**src/rtl/spi_pkg.sv**
```systemverilog
// spi_pkg
// Shared definitions for the parametrised SPI slave:
//   MODE0..MODE3  {CPOL, CPHA} encodings of the four SPI modes
//   state_t       frame FSM states
//   SYNC_STAGES   depth of the pin synchronisers
package spi_pkg;

  localparam logic [1:0] MODE0 = 2'b00;
  localparam logic [1:0] MODE1 = 2'b01;
  localparam logic [1:0] MODE2 = 2'b10;
  localparam logic [1:0] MODE3 = 2'b11;

  localparam int unsigned SYNC_STAGES = 2;

  typedef enum logic {
    IDLE  = 1'b0,
    SHIFT = 1'b1
  } state_t;

endpackage

```
**src/rtl/spi_sync.sv**
```systemverilog
// spi_sync
// Multi-flop synchroniser for an asynchronous input, with optional
// registered rise/fall pulses.
// Ports:
//   clk, rst_n   system clock, synchronous active-low reset
//   d            asynchronous input
//   q            synchronised level (edge register output when EDGES=1)
//   rise, fall   one-clk pulses on a synchronised 0->1 / 1->0 change
//                (tied low when EDGES=0)
module spi_sync #(
  parameter int unsigned STAGES  = 2,
  parameter logic        RST_VAL = 1'b0,
  parameter bit          EDGES   = 1'b1
) (
  input  logic clk,
  input  logic rst_n,
  input  logic d,
  output logic q,
  output logic rise,
  output logic fall
);

  logic [STAGES-1:0] sync;

  always_ff @(posedge clk) begin
    if (!rst_n) begin
      sync <= {STAGES{RST_VAL}};
    end else begin
      sync <= {sync[STAGES-2:0], d};
    end
  end

  if (EDGES) begin : g_edges
    logic            prev;
    logic            rise_r;
    logic            fall_r;
    logic [STAGES:0] warm;

    // Pulses stay masked until every stage holds a real sample after
    // reset, so a pin already away from RST_VAL does not look like an edge.
    always_ff @(posedge clk) begin
      if (!rst_n) begin
        prev   <= RST_VAL;
        rise_r <= 1'b0;
        fall_r <= 1'b0;
        warm   <= '0;
      end else begin
        prev   <= sync[STAGES-1];
        warm   <= {warm[STAGES-1:0], 1'b1};
        rise_r <= warm[STAGES] &  sync[STAGES-1] & ~prev;
        fall_r <= warm[STAGES] & ~sync[STAGES-1] &  prev;
      end
    end

    assign q    = prev;
    assign rise = rise_r;
    assign fall = fall_r;
  end else begin : g_level
    assign q    = sync[STAGES-1];
    assign rise = 1'b0;
    assign fall = 1'b0;
  end

endmodule

```
**src/rtl/spi_slave_param.sv**
```systemverilog
// spi_slave_param
// Oversampled SPI slave with run-time mode selection, parametrised word
// width and bit order, gapless back-to-back words while CS stays low,
// a TX holding register and an RX valid/ack handshake.
// Ports:
//   clk, rst_n        system clock, synchronous active-low reset
//   SCLK, CS, MOSI    asynchronous SPI pins from the master (CS active-low)
//   MISO              registered slave output, 0 outside a frame
//   mode              {CPOL, CPHA}, captured when a frame starts
//   load, data_in     one-clk write of the TX holding register
//   tx_full           holding register occupied
//   rx, rx_valid      last completed word, unread flag
//   rx_ack            host consumed rx
//   done              one-clk pulse per completed word
//   overrun           word completed while the previous one was unread
//   underrun          TX_IDLE loaded because nothing was held
//   busy              frame in progress
module spi_slave_param
  import spi_pkg::*;
#(
  parameter int unsigned       DATA_W    = 8,
  parameter bit                LSB_FIRST = 1'b0,
  parameter logic [DATA_W-1:0] TX_IDLE   = '0
) (
  input  logic              clk,
  input  logic              rst_n,
  input  logic              SCLK,
  input  logic              CS,
  input  logic              MOSI,
  output logic              MISO,
  input  logic [1:0]        mode,
  input  logic              load,
  input  logic [DATA_W-1:0] data_in,
  output logic              tx_full,
  output logic [DATA_W-1:0] rx,
  output logic              rx_valid,
  input  logic              rx_ack,
  output logic              done,
  output logic              overrun,
  output logic              underrun,
  output logic              busy
);

  localparam int unsigned     CNT_W    = $clog2(DATA_W);
  localparam logic [CNT_W-1:0] LAST_BIT = CNT_W'(DATA_W - 1);

  // ---------------------------------------------------------------
  // Pin synchronisers
  // ---------------------------------------------------------------
  logic sclk_q, sclk_rise, sclk_fall;
  logic cs_q, cs_rise, cs_fall;
  logic mosi_s, mosi_rise, mosi_fall;
  logic unused_sync;

  spi_sync #(.STAGES(SYNC_STAGES), .RST_VAL(1'b0), .EDGES(1'b1)) u_sclk_sync (
    .clk  (clk),
    .rst_n(rst_n),
    .d    (SCLK),
    .q    (sclk_q),
    .rise (sclk_rise),
    .fall (sclk_fall)
  );

  spi_sync #(.STAGES(SYNC_STAGES), .RST_VAL(1'b1), .EDGES(1'b1)) u_cs_sync (
    .clk  (clk),
    .rst_n(rst_n),
    .d    (CS),
    .q    (cs_q),
    .rise (cs_rise),
    .fall (cs_fall)
  );

  spi_sync #(.STAGES(SYNC_STAGES), .RST_VAL(1'b0), .EDGES(1'b0)) u_mosi_sync (
    .clk  (clk),
    .rst_n(rst_n),
    .d    (MOSI),
    .q    (mosi_s),
    .rise (mosi_rise),
    .fall (mosi_fall)
  );

  assign unused_sync = ^{sclk_q, cs_q, mosi_rise, mosi_fall};

  // ---------------------------------------------------------------
  // State
  // ---------------------------------------------------------------
  state_t            state;
  logic [1:0]        mode_q;
  logic [DATA_W-1:0] tx_hold;
  logic [DATA_W-1:0] tx_shreg;
  logic [DATA_W-1:0] rx_shreg;
  logic [CNT_W-1:0]  bit_cnt;
  logic              reload_pending;
  logic              miso_gate;

  // ---------------------------------------------------------------
  // Edge classification and datapath helpers
  // ---------------------------------------------------------------
  logic              cpol, cpha;
  logic              lead_edge, trail_edge;
  logic              sample_edge, drive_edge;
  logic [DATA_W-1:0] load_word;
  logic [DATA_W-1:0] tx_shifted;
  logic [DATA_W-1:0] rx_next;

  function automatic logic first_bit(input logic [DATA_W-1:0] w);
    return LSB_FIRST ? w[0] : w[DATA_W-1];
  endfunction

  always_comb begin
    cpol        = mode_q[1];
    cpha        = mode_q[0];
    lead_edge   = cpol ? sclk_fall : sclk_rise;
    trail_edge  = cpol ? sclk_rise : sclk_fall;
    sample_edge = cpha ? trail_edge : lead_edge;
    drive_edge  = cpha ? lead_edge  : trail_edge;
    load_word   = tx_full ? tx_hold : TX_IDLE;
    tx_shifted  = LSB_FIRST ? {1'b0, tx_shreg[DATA_W-1:1]}
                            : {tx_shreg[DATA_W-2:0], 1'b0};
    rx_next     = LSB_FIRST ? {mosi_s, rx_shreg[DATA_W-1:1]}
                            : {rx_shreg[DATA_W-2:0], mosi_s};
  end

  // ---------------------------------------------------------------
  // Frame FSM with registered outputs
  // ---------------------------------------------------------------
  // The host-side writes (load, rx_ack) are applied first; later
  // assignments in the same clk (shift register load, word completion)
  // deliberately take priority over them.
  always_ff @(posedge clk) begin
    if (!rst_n) begin
      state          <= IDLE;
      mode_q         <= MODE0;
      tx_hold        <= '0;
      tx_full        <= 1'b0;
      tx_shreg       <= '0;
      rx_shreg       <= '0;
      bit_cnt        <= '0;
      reload_pending <= 1'b0;
      miso_gate      <= 1'b0;
      MISO           <= 1'b0;
      rx             <= '0;
      rx_valid       <= 1'b0;
      done           <= 1'b0;
      overrun        <= 1'b0;
      underrun       <= 1'b0;
      busy           <= 1'b0;
    end else begin
      done     <= 1'b0;
      overrun  <= 1'b0;
      underrun <= 1'b0;

      if (rx_ack) begin
        rx_valid <= 1'b0;
      end
      if (load) begin
        tx_hold <= data_in;
        tx_full <= 1'b1;
      end

      case (state)
        IDLE: begin
          MISO           <= 1'b0;
          busy           <= 1'b0;
          bit_cnt        <= '0;
          reload_pending <= 1'b0;
          if (cs_fall) begin
            state     <= SHIFT;
            busy      <= 1'b1;
            mode_q    <= mode;
            tx_shreg  <= load_word;
            underrun  <= ~tx_full;
            if (!load) begin
              tx_full <= 1'b0;
            end
            // CPHA=1 withholds bit 0 until the first leading edge.
            miso_gate <= mode[0];
            MISO      <= mode[0] ? 1'b0 : first_bit(load_word);
          end
        end

        SHIFT: begin
          if (cs_rise) begin
            // Abort: partial bits are dropped, holding register kept.
            state          <= IDLE;
            busy           <= 1'b0;
            MISO           <= 1'b0;
            bit_cnt        <= '0;
            reload_pending <= 1'b0;
            miso_gate      <= 1'b0;
          end else begin
            if (sample_edge) begin
              rx_shreg <= rx_next;
              if (bit_cnt == LAST_BIT) begin
                bit_cnt        <= '0;
                reload_pending <= 1'b1;
                rx             <= rx_next;
                rx_valid       <= 1'b1;
                done           <= 1'b1;
                overrun        <= rx_valid & ~rx_ack;
              end else begin
                bit_cnt <= bit_cnt + 1'b1;
              end
            end

            if (drive_edge) begin
              if (reload_pending) begin
                // Word boundary: next word goes straight onto MISO.
                reload_pending <= 1'b0;
                tx_shreg       <= load_word;
                underrun       <= ~tx_full;
                if (!load) begin
                  tx_full <= 1'b0;
                end
                MISO <= first_bit(load_word);
              end else if (miso_gate) begin
                miso_gate <= 1'b0;
                MISO      <= first_bit(tx_shreg);
              end else begin
                tx_shreg <= tx_shifted;
                MISO     <= first_bit(tx_shifted);
              end
            end
          end
        end

        default: state <= IDLE;
      endcase
    end
  end

endmodule

```
**config.mk**
```make
export PLATFORM = sky130hd
export DESIGN_NAME = spi_slave_param
export DESIGN_NICKNAME = d
export VERILOG_FILES = /design/src/rtl/spi_pkg.sv /design/src/rtl/spi_sync.sv /design/src/rtl/spi_slave_param.sv
export SDC_FILE = /design/constraint.sdc
export NUM_CORES = 1
export LEC_CHECK = 0
export ABC_AREA = 1
export CAP_MARGIN = 20
export CORE_MARGIN = 2
export CORE_UTILIZATION = 58
export DETAILED_ROUTE_END_ITERATION = 10
export GPL_ROUTABILITY_DRIVEN = 0
export PLACE_DENSITY = 0.88
export SETUP_SLACK_MARGIN = 0.3
export SKIP_CTS_REPAIR_TIMING = 1
export SYNTH_ARGS = -nofsm -noshare
export SYNTH_HDL_FRONTEND = slang
export SYNTH_HIERARCHICAL = 1
export SYNTH_SLANG_ARGS = --single-unit
```
**constraint.sdc**
```tcl
create_clock -name clk -period 2.5 [get_ports clk]
set_clock_uncertainty 0.1 [all_clocks]
set_input_delay 0.375 -clock clk [delete_from_list [all_inputs] [get_ports clk]]
set_output_delay 0.375 -clock clk [all_outputs]
set_load 0.005 [all_outputs]
```
Yosys cells after proc, flatten, opt, wreduce, memory -nomap -nowiden
Index checks and enable logic that the tools add are counted.
W data, S select, Z words.
Word-level totals
  bits in registers: 64
  output and inout bits: 15
Cells by class
  add/sub/neg operators: 1
  eq/ne operators: 9
  mux-type cells: 58
  bitwise gates (word level): 20
  reduce and logical (&&, ||, !) cells: 7
Operator list (count)
  $mux W8: 6
  $mux W1: 40
  $pmux W8 S2: 1
  $pmux W1 S2: 7
  $not A1 Y1: 11
  $and A1 B1 Y1: 9
  $mux W3: 3
  $reduce_and A4 Y1: 2
  $ne A2 B1 Y1 const B: 3
  $ne A3 B1 Y1 const B: 2
  $pmux W3 S2: 1
  $reduce_and A3 Y1: 2
  $reduce_or A5 Y1: 1
  $reduce_or A4 Y1: 1
  $add A3 B1 Y3 const B: 1
  $eq A3 B3 Y1 const B: 1
  $ne A3 B2 Y1 const B: 1
  $ne A3 B3 Y1 const B: 1
  $ne A2 B2 Y1 const B: 1
  $reduce_and A2 Y1: 1

Longest topological paths before layout
  depth in word-level cells: 7
  mapped depth: 9
  depth with buffers taken out: 8

By module
Netlist, hierarchy kept.
By module, submodules not included
  spi_slave_param: times used 1, cells each 276, area each 1968.1 um2, sequential area each 920.9 um2
  spi_sync (u_sclk_sync): times used 1, cells each 25, area each 229.0 um2, sequential area each 160.2 um2
  spi_sync (u_cs_sync): times used 1, cells each 25, area each 224.0 um2, sequential area each 160.2 um2
  spi_sync (u_mosi_sync): times used 1, cells each 9, area each 73.8 um2, sequential area each 40.0 um2

Least setup slack after synthesis
Ideal clock, no wire load.
  kind: register -> register
  from: register bit_cnt[0]
  to: register rx[0]
  data arrival time: 1.161 ns
  required time: 2.341 ns
  slack: 1.180 ns
  stages on the path, launching flop included: 7
  cell sequence: dfxtp_1 > ha_1 > ha_1 > inv_1 > nor3_4 > nand2_1 > nand2_1
Between the ends
  longest elaborated chain between the ends: 2
RTL lines
  start: declaration: line spi_slave_param.sv:92  | logic [CNT_W-1:0] bit_cnt;
  start signal: assignment: line spi_slave_param.sv:202  | bit_cnt <= bit_cnt + 1'b1;
  $eq A3 B3 Y1: line spi_slave_param.sv:194  | if (bit_cnt == LAST_BIT) begin
  $reduce_and A4 Y1 (no source line)
  end signal: assignment: line spi_slave_param.sv:197  | rx <= rx_next;
  end: declaration: line spi_slave_param.sv:35  | output logic [DATA_W-1:0] rx,
No other way between the ends.
A chain may end at the register's enable or synchronous reset.

Worst setup path in the final report
  from: register tx_full
  to: output port tx_full
RTL lines
  start: declaration: line spi_slave_param.sv:34  | output logic tx_full,
  start signal: assignment: line spi_slave_param.sv:135  | tx_full <= 1'b0;
  start signal: assignment: line spi_slave_param.sv:158  | tx_full <= 1'b1;
  start signal: assignment: line spi_slave_param.sv:174  | tx_full <= 1'b0;
No word-level cell between the ends.

==> summary.txt <==
Clock tree
  • CTS tree: yes
  • Maximum root-to-sink buffer count: 2
  • Clk Latency, worst-skew pair: 340 ps
  • Root Buffer: clkbuf_8
  • CTS H-tree depth: 3
  • # clock sinks: 64
  • Clock transition at path regs: around 60 ps
  • Total CTS buffers: 9

Final layout
  • Layout overhead on the synthesized area: 20.3%
  • Inserted Diodes: 0
  • Most frequent cells in the layout: nand2_1 (94), dfxtp_1 (64), nor2_1 (37), inv_1 (33)
  • Nets@finish: ~390
  • Finished Core Util: 0.734
  • Share of cells above drive strength 1: 0.0755
  • Most common cell after layout, fill and taps aside: nand2_1

Drt
  • Routed wire per std cell: between 10 and 15 um
  • Vias: roughly 2200
  • Final WL: about 5000 um
  • First-pass DRT Iterations: 4
  • Via/cell ratio: 5.16
  • Initial DRC Count: approximately 210
  • Post-DRT Antenna Nets: 0
  • # DRC: 0

Timing
  • Setup TNS: 0 ps
  • Tcrit/Tclk final: 0.780
  • Unrepaired setup endpoints after global routing: false
  • Slew @ Worst Pin: 484 ps
  • Max Clk Rate: ~510 MHz
  • Slew headroom: 0.676
  • Slew Limit Fails: 0
  • Period minus WS final: about 2000 ps
  • Endpoints failing setup: 0
  • Fin. Hold Viols: 0

Setup path
  • Buffers and inverters on the worst path: 1
  • Worst path required time: around 2000 ps
  • Worst-path cell chain: clkdlybuf4s50_1
  • Critical Path Sink Type: output pin
  • Critical Path Source Type: flip-flop
  • Crit-path slowest cell: clkdlybuf4s50_1
  • Delay-heaviest family, CP: buffers and inverters
  • Setup CP Type: reg -> out
  • Critical Path Fanout Max: 11
  • CP Data Arrival Time: about 1500 ps
  • CP max stage delay: approximately 580 ps

Global route
  • Vias in the first global route: approximately 2000
  • Grt total ovfl: 0
  • First-pass GRT wire length: about 8500 um
  • Total GRT Usage: 0.224
  • Initial antenna violation count: 0
  • Pin count of the biggest net entering global routing: 31

Pwr
  • Clock share of power: 0.399
  • Sw Pwr: around 0.41 mW
  • Pwr dens: ~640 mW/mm2
  • Leak Pwr: around 1.3 nW
  • Sequential power share: 0.552
  • Max VDD drop: 0.464 mV
  • Switching power share of the total: 0.216
  • Logic pwr share: 0.049
  • Cell Int Power: roughly 1.5 mW

Place
  • Hpwl dp: 3360 um
  • I/O Buffers: 31

Status
  • Status: finished clean

Logic synthesis
  • Mapped Area: 0.00248 mm2
  • Mean area per synthesized cell: ~7.5 um2
  • Post-Syn Nets: roughly 350
  • Post-synthesis cell count: 332
  • Yosys Warn Count: 6

Floorplan
  • Die X: ~69 um
  • Core box area: between 0.004 and 0.005 mm2
  • Core Rows: 23
  • Starting density of the core: 0.610
  • Die Ht: between 60 and 70 um
  • Ports: 32
  • Die area: slightly below 0.005 mm2

Flow run
  • Number of max-cap violations: 0

Worst hold path
  • Worst Hold Class: reg -> reg
-- metrics by stage --
stage	total power, mW	cell area (um2)	hold WS (ps)	worst slack [ps]	cells
3_3_place_gp	1.17	2810	294	782	406
4_1_cts	1.93	2980	306	533	421
6_report	1.91	2980	306	549	421
2_1_floorplan	1.13	2480	280	1180	332
3_5_place_dp	1.17	2810	290	781	406
5_1_grt	1.99	2980	331	453	421
-- final cells by class --
cell class	count	area, um2
sequential	64	1280
fill	330	1080
multi-input combinational	223	1000
timing repair buffer	33	325
clock buffer	15	166
inverter	36	140
tap	50	62.6
-- path summary, 6_finish.rpt --
check,startpoint,slack [ps],cells after the start,end
hold / removal,u_cs_sync/sync[0],310,2,u_cs_sync/sync[1]
hold reg to reg,u_cs_sync/sync[0],310,2,u_cs_sync/sync[1]
setup / recovery,tx_full,550,1,tx_full
setup reg to reg,mode_q[1],690,7,rx[6]
-- sequential cells by signal, summed over array words and instances, names as in the netlist, 2 cells and up --
name,flops
rx,8
tx_hold,8
tx_shreg,8
rx_shreg,7
bit_cnt,3
u_cs_sync/g_edges.warm,3
u_sclk_sync/g_edges.warm,3
mode_q,2
u_cs_sync/sync,2
u_mosi_sync/sync,2
u_sclk_sync/sync,2
-- power by group through the flow --
stage	clock [mW]	sequential, mW	combinational (mW)
finish	0.763	1.06	0.0944
global route	0.826	1.06	0.107
CTS	0.780	1.06	0.0952
detailed placement	0	1.08	0.0940
global placement	0	1.08	0.0919
floorplan	0	1.07	0.0528
-- routing by layer --
metal / GRT usage / share of wire / up-vias
li1: - / - / 1119
met1: 0.259 / 0.45 / 994
met2: 0.363 / 0.49 / 46
met3: 0.0872 / 0.047 / 13
met4: 0.105 / 0.020 / 0
met5: 0 / 0 / -
No activity file was read; power rests on OpenSTA's default activity.
